[src/rtl/uart_pkg.sv]
// uart_pkg: shared FSM type, width defaults and parity constants for the UART TX arbiter slice.
package uart_pkg;

   typedef enum logic [1:0] {
      ST_IDLE       = 2'd0,
      ST_ISSUE      = 2'd1,
      ST_WAIT_START = 2'd2,
      ST_WAIT_DONE  = 2'd3
   } arb_state_t;

   localparam int DATA_W_DEF = 8;

   localparam logic PARITY_EVEN = 1'b0;
   localparam logic PARITY_ODD  = 1'b1;

   // Width of a requester index; a single requester still needs one bit.
   function automatic int idx_width(input int n);
      return (n > 1) ? $clog2(n) : 1;
   endfunction

endpackage

[src/rtl/uart_tx_arbiter_if.sv]
// uart_tx_arbiter_if: requester-side and UART-TX-side signals of the shared transmitter arbiter.
interface uart_tx_arbiter_if #(
   parameter int NUM_REQ = 4,
   parameter int DATA_W  = uart_pkg::DATA_W_DEF
);
   localparam int IDX_W = uart_pkg::idx_width(NUM_REQ);

   // requester side
   logic [NUM_REQ-1:0]        req;
   logic [NUM_REQ*DATA_W-1:0] req_data;
   logic [NUM_REQ-1:0]        ack;
   logic                      cfg_parity_en;
   logic                      cfg_parity_type;

   // UART TX side
   logic                      tx_data_valid;
   logic [DATA_W-1:0]         tx_data;
   logic                      tx_parity_en;
   logic                      tx_parity_type;
   logic                      tx_busy;

   // status
   logic [IDX_W-1:0]          owner;
   logic                      arb_busy;
   logic                      err_tmo;

   // the arbiter itself
   modport slave (
      input  req, req_data, cfg_parity_en, cfg_parity_type, tx_busy,
      output ack, tx_data_valid, tx_data, tx_parity_en, tx_parity_type,
             owner, arb_busy, err_tmo
   );

   // whatever surrounds the arbiter (producers plus the transmitter)
   modport master (
      output req, req_data, cfg_parity_en, cfg_parity_type, tx_busy,
      input  ack, tx_data_valid, tx_data, tx_parity_en, tx_parity_type,
             owner, arb_busy, err_tmo
   );

endinterface

[src/rtl/rr_arbiter.sv]
// rr_arbiter: combinational round-robin pick; first set request at or above ptr, wrapping around.
module rr_arbiter #(
   parameter int NUM_REQ = 4,
   parameter int IDX_W   = 2
) (
   input  logic [NUM_REQ-1:0] req,
   input  logic [IDX_W-1:0]   ptr,
   output logic [NUM_REQ-1:0] grant,
   output logic [IDX_W-1:0]   grant_idx,
   output logic               grant_valid
);

   logic [IDX_W-1:0]   cand_idx [NUM_REQ];
   logic [NUM_REQ-1:0] cand_hit;

   // Candidate gi is the requester gi positions after ptr, folded back into 0..NUM_REQ-1.
   for (genvar gi = 0; gi < NUM_REQ; gi++) begin : g_cand
      logic [IDX_W:0] sum;
      assign sum          = {1'b0, ptr} + (IDX_W+1)'(gi);
      assign cand_idx[gi] = (sum >= (IDX_W+1)'(NUM_REQ)) ? IDX_W'(sum - (IDX_W+1)'(NUM_REQ))
                                                         : sum[IDX_W-1:0];
      assign cand_hit[gi] = req[cand_idx[gi]];
   end

   // Lowest rotation offset with a live request wins (scan high to low so it lands last).
   always_comb begin
      grant_idx   = '0;
      grant_valid = 1'b0;
      for (int k = NUM_REQ - 1; k >= 0; k--) begin
         if (cand_hit[k]) begin
            grant_idx   = cand_idx[k];
            grant_valid = 1'b1;
         end
      end
   end

   // One-hot form of the winning index.
   always_comb begin
      grant = '0;
      if (grant_valid) grant[grant_idx] = 1'b1;
   end

endmodule

[src/rtl/uart_tx_arbiter.sv]
// uart_tx_arbiter: round-robin sharing of one UART transmitter between NUM_REQ byte producers.
module uart_tx_arbiter
   import uart_pkg::*;
#(
   parameter int NUM_REQ  = 4,
   parameter int DATA_W   = DATA_W_DEF,
   parameter int BUSY_TMO = 4
) (
   input  logic             CLK,
   input  logic             RST,
   uart_tx_arbiter_if.slave bus
);

   localparam int IDX_W = idx_width(NUM_REQ);
   localparam int CNT_W = $clog2(BUSY_TMO + 1);
   localparam logic [IDX_W-1:0] LAST_IDX = IDX_W'(NUM_REQ - 1);
   // Counter value during the last WAIT_START cycle before giving up.
   localparam logic [CNT_W-1:0] TMO_LAST = CNT_W'(BUSY_TMO - 1);

   arb_state_t         state_reg, state_next;
   logic [IDX_W-1:0]   rr_ptr_reg;
   logic [IDX_W-1:0]   owner_reg;
   logic [NUM_REQ-1:0] ack_hot_reg;
   logic [DATA_W-1:0]  data_reg;
   logic               par_en_reg;
   logic               par_type_reg;
   logic               err_tmo_reg;
   logic [CNT_W-1:0]   cnt_reg;

   logic [NUM_REQ-1:0] grant;
   logic [IDX_W-1:0]   grant_idx;
   logic               grant_valid;
   logic               grant_fire;
   logic               tmo_hit;
   logic               frame_done;

   logic               tx_data_valid_o;
   logic [NUM_REQ-1:0] ack_o;
   logic               arb_busy_o;

   rr_arbiter #(
      .NUM_REQ (NUM_REQ),
      .IDX_W   (IDX_W)
   ) u_rr (
      .req         (bus.req),
      .ptr         (rr_ptr_reg),
      .grant       (grant),
      .grant_idx   (grant_idx),
      .grant_valid (grant_valid)
   );

   // A foreign frame on the line (busy while idle) blocks any grant.
   assign grant_fire = (state_reg == ST_IDLE) && grant_valid && !bus.tx_busy;
   assign tmo_hit    = (state_reg == ST_WAIT_START) && !bus.tx_busy && (cnt_reg == TMO_LAST);
   assign frame_done = (state_reg == ST_WAIT_DONE) && !bus.tx_busy;

   // State register.
   always_ff @(posedge CLK or negedge RST) begin
      if (!RST) state_reg <= ST_IDLE;
      else      state_reg <= state_next;
   end

   // Next-state logic.
   always_comb begin
      state_next = state_reg;
      case (state_reg)
         ST_IDLE:       if (grant_fire) state_next = ST_ISSUE;
         ST_ISSUE:      state_next = ST_WAIT_START;
         ST_WAIT_START: if (bus.tx_busy) state_next = ST_WAIT_DONE;
                        else if (tmo_hit) state_next = ST_IDLE;
         ST_WAIT_DONE:  if (!bus.tx_busy) state_next = ST_IDLE;
         default:       state_next = ST_IDLE;
      endcase
   end

   // Outputs decoded from the state; reset forces IDLE so pulses drop at once.
   always_comb begin
      tx_data_valid_o = (state_reg == ST_ISSUE);
      ack_o           = (state_reg == ST_ISSUE) ? ack_hot_reg : '0;
      arb_busy_o      = (state_reg != ST_IDLE);
   end

   // Capture winner, byte and parity config at the grant edge; held until the next grant.
   always_ff @(posedge CLK or negedge RST) begin
      if (!RST) begin
         owner_reg    <= '0;
         ack_hot_reg  <= '0;
         data_reg     <= '0;
         par_en_reg   <= 1'b0;
         par_type_reg <= PARITY_EVEN;
      end else if (grant_fire) begin
         owner_reg    <= grant_idx;
         ack_hot_reg  <= grant;
         data_reg     <= bus.req_data[grant_idx*DATA_W +: DATA_W];
         par_en_reg   <= bus.cfg_parity_en;
         par_type_reg <= bus.cfg_parity_type;
      end
   end

   // Pointer moves past the owner only once its frame has fully completed.
   always_ff @(posedge CLK or negedge RST) begin
      if (!RST)            rr_ptr_reg <= '0;
      else if (frame_done) rr_ptr_reg <= (owner_reg == LAST_IDX) ? '0 : owner_reg + IDX_W'(1);
   end

   // Cycles spent waiting for the transmitter to report busy.
   always_ff @(posedge CLK or negedge RST) begin
      if (!RST)                             cnt_reg <= '0;
      else if (state_reg == ST_WAIT_START)  cnt_reg <= cnt_reg + CNT_W'(1);
      else                                  cnt_reg <= '0;
   end

   // Sticky timeout flag.
   always_ff @(posedge CLK or negedge RST) begin
      if (!RST)         err_tmo_reg <= 1'b0;
      else if (tmo_hit) err_tmo_reg <= 1'b1;
   end

   assign bus.ack            = ack_o;
   assign bus.tx_data_valid  = tx_data_valid_o;
   assign bus.tx_data        = data_reg;
   assign bus.tx_parity_en   = par_en_reg;
   assign bus.tx_parity_type = par_type_reg;
   assign bus.owner          = owner_reg;
   assign bus.arb_busy       = arb_busy_o;
   assign bus.err_tmo        = err_tmo_reg;

endmodule

[src/flat_wrapper.sv]
// flat-port wrapper written by rule: the top's interface ports become plain ports
module uart_tx_arbiter_flat import uart_pkg::*;
#(
   parameter int NUM_REQ  = 4,
   parameter int DATA_W   = DATA_W_DEF,
   parameter int BUSY_TMO = 4
)
  (CLK, RST, bus_req, bus_req_data, bus_cfg_parity_en, bus_cfg_parity_type, bus_tx_busy, bus_ack, bus_tx_data_valid, bus_tx_data, bus_tx_parity_en, bus_tx_parity_type, bus_owner, bus_arb_busy, bus_err_tmo);
  uart_tx_arbiter_if #(.NUM_REQ(NUM_REQ), .DATA_W(DATA_W)) bus_i ();
  input  logic CLK;
  input  logic RST;
  input wire logic [$bits(bus_i.req)-1:0] bus_req;
  input wire logic [$bits(bus_i.req_data)-1:0] bus_req_data;
  input wire logic [$bits(bus_i.cfg_parity_en)-1:0] bus_cfg_parity_en;
  input wire logic [$bits(bus_i.cfg_parity_type)-1:0] bus_cfg_parity_type;
  input wire logic [$bits(bus_i.tx_busy)-1:0] bus_tx_busy;
  output wire logic [$bits(bus_i.ack)-1:0] bus_ack;
  output wire logic [$bits(bus_i.tx_data_valid)-1:0] bus_tx_data_valid;
  output wire logic [$bits(bus_i.tx_data)-1:0] bus_tx_data;
  output wire logic [$bits(bus_i.tx_parity_en)-1:0] bus_tx_parity_en;
  output wire logic [$bits(bus_i.tx_parity_type)-1:0] bus_tx_parity_type;
  output wire logic [$bits(bus_i.owner)-1:0] bus_owner;
  output wire logic [$bits(bus_i.arb_busy)-1:0] bus_arb_busy;
  output wire logic [$bits(bus_i.err_tmo)-1:0] bus_err_tmo;
  assign bus_i.req = bus_req;
  assign bus_i.req_data = bus_req_data;
  assign bus_i.cfg_parity_en = bus_cfg_parity_en;
  assign bus_i.cfg_parity_type = bus_cfg_parity_type;
  assign bus_i.tx_busy = bus_tx_busy;
  assign bus_ack = bus_i.ack;
  assign bus_tx_data_valid = bus_i.tx_data_valid;
  assign bus_tx_data = bus_i.tx_data;
  assign bus_tx_parity_en = bus_i.tx_parity_en;
  assign bus_tx_parity_type = bus_i.tx_parity_type;
  assign bus_owner = bus_i.owner;
  assign bus_arb_busy = bus_i.arb_busy;
  assign bus_err_tmo = bus_i.err_tmo;
  uart_tx_arbiter #(.NUM_REQ(NUM_REQ), .DATA_W(DATA_W), .BUSY_TMO(BUSY_TMO)) u_core (.CLK(CLK), .RST(RST), .bus(bus_i));
endmodule
[config.mk]
export PLATFORM = sky130hd
export DESIGN_NAME = uart_tx_arbiter_flat
export DESIGN_NICKNAME = d
export VERILOG_FILES = /design/src/rtl/uart_pkg.sv /design/src/rtl/uart_tx_arbiter_if.sv /design/src/rtl/rr_arbiter.sv /design/src/rtl/uart_tx_arbiter.sv /design/src/flat_wrapper.sv
export SDC_FILE = /design/constraint.sdc
export NUM_CORES = 1
export LEC_CHECK = 0
export CAP_MARGIN = 20
export CORE_MARGIN = 5
export CORE_UTILIZATION = 45
export DETAILED_ROUTE_END_ITERATION = 10
export HOLD_SLACK_MARGIN = 0.1
export PLACE_DENSITY_LB_ADDON = 0.05
export SLEW_MARGIN = 20
export SYNTH_ARGS = -nofsm -noshare
export SYNTH_HDL_FRONTEND = slang
export SYNTH_HIERARCHICAL = 1
export SYNTH_SLANG_ARGS = --single-unit
[constraint.sdc]
create_clock -name CLK -period 4.5 [get_ports CLK]
set_input_delay 0.9 -clock CLK [delete_from_list [all_inputs] [get_ports CLK]]
set_output_delay 0.9 -clock CLK [all_outputs]
set_load 0.01 [all_outputs]
==> impl_metrics.csv <==
group,metric,value,unit
status,status,"finished, final reports clean",
detailed_routing,drcViolationCount,0,
yosys,syn_area_per_cell,12.8,um^2
power_and_ir_drop,swShare,31.9,%
yosys,seq_area_frac_synth,43.2,%
clock_tree,clockRootBuffer,"clkbuf_4",
detailed_routing,routed_wl,3110,um
grt,grt_use_met1,17.2,%
floorplanning,start_util,46.3,%
detailed_routing,drt_pass1_iterations,4,
worst_setup_path,worstSetupPathDepth,5,
min_path,hold_path.class,"register to register",
power_and_ir_drop,power_density,545,mW/mm^2
timing,max_slew_margin,27.8,%
timing,fmax,356,MHz
detailed_routing,via_count,1081,
timing,fin_skew,0.00165,ns
grt,grt_first_pass_wirelength,5330,um
layout,utilization,67.3,%
floorplanning,dieWidth,65.6,um
worst_setup_path,crit_arrival,3.02,ns
timing,finalSetupViolations,0,
timing,hold_viol,0,
place,gp_congestion,0.680,
floorplanning,num_rows,20,
detailed_routing,antenna_left,0,
power_and_ir_drop,p_clk_share,14.1,%
worst_setup_path,endpoint_kind,"register",
clock_tree,cts_made_buffers,3,
grt,grt_max_degree,25,
layout,largest_reg_flops,8,
yosys,synth_area,0.00139,mm^2
grt,grt_pass1_vias,1199,
clock_tree,htreeDepth,1,
place,pre_cts_ws,1.33,ns
worst_setup_path,ff2ff_path_depth,6,
worst_setup_path,cp_max_fo,17,
layout,num-nets-final,211,
timing,max_slew.worst_pin.slew,1.08,ns
power_and_ir_drop,ir_drop,0.000258,V
power_and_ir_drop,p_total,1.10,mW
worst_setup_path,cpPeakStageDelay,0.87,ns
worst_setup_path,path_cells,"clkdlybuf4s50_1, nor2_1, nand2_1, nor4b_4, mux2_2",
floorplanning,design.core.area,0.00300,mm^2
yosys,yosysWarnings,6,
worst_setup_path,r2r-start,"u_core/rr_ptr_reg[1]$_DFFE_PN0P_",
timing,timing.final.ws_setup,1.69,ns
clock_tree,hold_buffers,0,
yosys,syn-num-nets,153,
worst_setup_path,r2r_end,"u_core/bus.tx_data[7]$_DFFE_PN0P_",
min_path,holdCritStartpoint,"u_core/cnt_reg[0]$_DFF_PN0_",
floorplanning,io_pins,60,
timing,fin_setup_tns,0,ns
power_and_ir_drop,power_frac_seq,36.1,%
place,io_buffers,59,
detailed_routing,routedWlPerCell,15.6,um
clock_tree,tritoncts,"built",
clock_tree,post_cts_buffers,0,
clock_tree,clock_path_buffers,2,
worst_setup_path,critPathKind,"input port to register",
clock_tree,clkLatencyLatePin,0.31,ns
yosys,yosysUniqueCellTypes,33,
layout,drive_gt1_share,22.9,%
place,dpl_cell_area,0.00197,mm^2
grt,top_usage_layer,"met2",
yosys,synth_seq_cells,24,
detailed_routing,vias_per_cell,5.43,
worst_setup_path,cpMaxStageDelayCell,"nor4b_4",
floorplanning,dieArea,0.00430,mm^2
worst_setup_path,cp_num_buf_inv,1,
timing,post-route-period-util,62.4,%
power_and_ir_drop,p_leak,0.844,nW
timing,period_minus_slack,2.81,ns
worst_setup_path,cp-start-kind,"input port",
grt,gr-total-overflow,0,
yosys,syn-instance-count,109,
power_and_ir_drop,cell_internal_pwr,749,uW
worst_setup_path,critical_path.top_delay_family,"simple AND/OR/NAND/NOR gates",
min_path,min_to,"u_core/cnt_reg[0]$_DFF_PN0_",
place,dpl.hpwl,2480,um
layout,area_growth,45.3,%
clock_tree,post_cts_resized,0,
grt,gr-usage-met2,29.6,%
clock_tree,clkTransAtPathRegs,0.13,ns
power_and_ir_drop,p_sw,351,uW
power_and_ir_drop,combPwrFrac,49.9,%
layout,diodes,0,
timing,grt_setup_unrepaired,"no",
detailed_routing,first_iter_violations,74,
worst_setup_path,timing.reg2reg.setup_slack,2.34,ns
layout,fin_area,0.00202,mm^2
job,maxCapViolations,0,
clock_tree,cts.sinks,24,
grt,track_usage,16.0,%
grt,antenna_found_initial,0,
timing,final-max-slew-violation-count,0,
min_path,whs_path_depth,1,
worst_setup_path,critPathRequiredTime,4.71,ns
floorplanning,dieHeight,65.6,um
grt,grt_util_met3,5.13,%
[cells in the final DEF, fill, tap and decap left out, types with 2 or more instances in the layout]
cell / instances
inv_1: 6
a21oi_1: 4
nor2_1: 8
o21ai_1: 2
mux4_2: 8
clkdlybuf4s50_1: 58
o21bai_1: 2
mux2_2: 18
clkbuf_4: 3
o221a_2: 2
nor2b_1: 2
dfrtp_1: 24
and2_1: 5
ha_1: 3
o21ai_0: 2
[worst reg2reg max path: stages, from the launching register on]
cell and delay, ns:
dfrtp_1 0.56, mux2i_1 0.23, o22ai_1 0.09, a31oi_1 0.15
buf_4 0.23, mux4_2 0.52, mux2_2 0.28
[power by group through the flow]
stage	clock network (mW)	logic [mW]	registers [mW]
3_5_place_dp	0	0.552	0.402
5_1_grt	0.170	0.600	0.415
4_1_cts	0.162	0.557	0.397
3_3_place_gp	0	0.542	0.394
2_1_floorplan	0	0.317	0.406
6_report	0.155	0.549	0.397
[synth_stat cells]
| master | instances | area (um^2) |
|---|---|---|
| buf_4 | 2 | 15.0 |
| inv_1 | 6 | 22.5 |
| a21o_2 | 1 | 8.76 |
| or2_2 | 1 | 6.26 |
| mux4_2 | 8 | 180 |
| or2b_2 | 1 | 8.76 |
| buf_1 | 1 | 3.75 |
| buf_6 | 3 | 33.8 |
| mux2_2 | 18 | 203 |
| a21o_1 | 1 | 7.51 |
| dfrtp_1 | 24 | 601 |
| o21ai_1 | 2 | 10.0 |
| a21oi_1 | 4 | 20.0 |
| buf_2 | 1 | 5.00 |
| o21bai_1 | 2 | 15.0 |
| nor4b_4 | 1 | 23.8 |
| a21boi_1 | 1 | 7.51 |
| a21boi_0 | 1 | 7.51 |
| o21ai_0 | 2 | 10.0 |
| nand2b_1 | 1 | 6.26 |
| nor2b_1 | 2 | 12.5 |
| and2_1 | 5 | 31.3 |
| nand3b_1 | 1 | 7.51 |
| o22ai_1 | 1 | 6.26 |
| nand2_1 | 1 | 3.75 |
| mux2i_1 | 1 | 10.0 |
| o221a_2 | 2 | 22.5 |
| o2bb2a_1 | 1 | 10.0 |
| a22o_1 | 1 | 8.76 |
| o2bb2ai_1 | 1 | 8.76 |
| a31oi_1 | 1 | 6.26 |
| nor2_1 | 8 | 30.0 |
| ha_1 | 3 | 37.5 |
[layer usage]
layer / up-vias / part of all wire, %
met5: - / 0
met4: 0 / 0.87
met3: 6 / 8.9
met2: 42 / 53
met1: 520 / 37
li1: 513 / -
[cell type report]
| type | count | area, um^2 |
|---|---|---|
| Tap cell | 33 | 41.3 |
| Clock inverter | 1 | 30.0 |
| Clock buffer | 3 | 22.5 |
| Sequential cell | 24 | 601 |
| Multi-Input combinational cell | 72 | 709 |
| Inverter | 6 | 22.5 |
| Timing Repair Buffer | 60 | 593 |
| Fill cell | 248 | 983 |
[per-stage QoR]
stage | std cells | hold slack (ns)
after floorplan | 109 | 0.408
after CTS | 199 | 0.450
after detailed placement | 195 | 0.431
final | 199 | 0.449
after global placement | 195 | 0.421
after global routing | 199 | 0.482
[logic make-up after synthesis]
logic type,Yosys count,synth area share (%)
mux,27,28.3
flops,24,43.2
compound gates,21,10.7
simple gates,21,9.36
buf+inv,13,5.76
fa+ha+maj,3,2.70
[worst max-delay path by stage]
stage / slack (ns) / from / to
finish: 1.69 / bus_req[0] / u_core/bus.tx_data[0]$_DFFE_PN0P_
global route: 1.55 / bus_req[0] / u_core/bus.tx_data[0]$_DFFE_PN0P_
CTS: 1.69 / bus_req[0] / u_core/bus.tx_data[0]$_DFFE_PN0P_
detailed placement: 1.33 / bus_req[0] / u_core/bus.tx_data[0]$_DFFE_PN0P_
global placement: 1.36 / bus_req[0] / u_core/bus.tx_data[6]$_DFFE_PN0P_
floorplan: 1.96 / bus_req[0] / u_core/bus.tx_data[5]$_DFFE_PN0P_
Note: power is estimated with default switching activity, not from simulation.
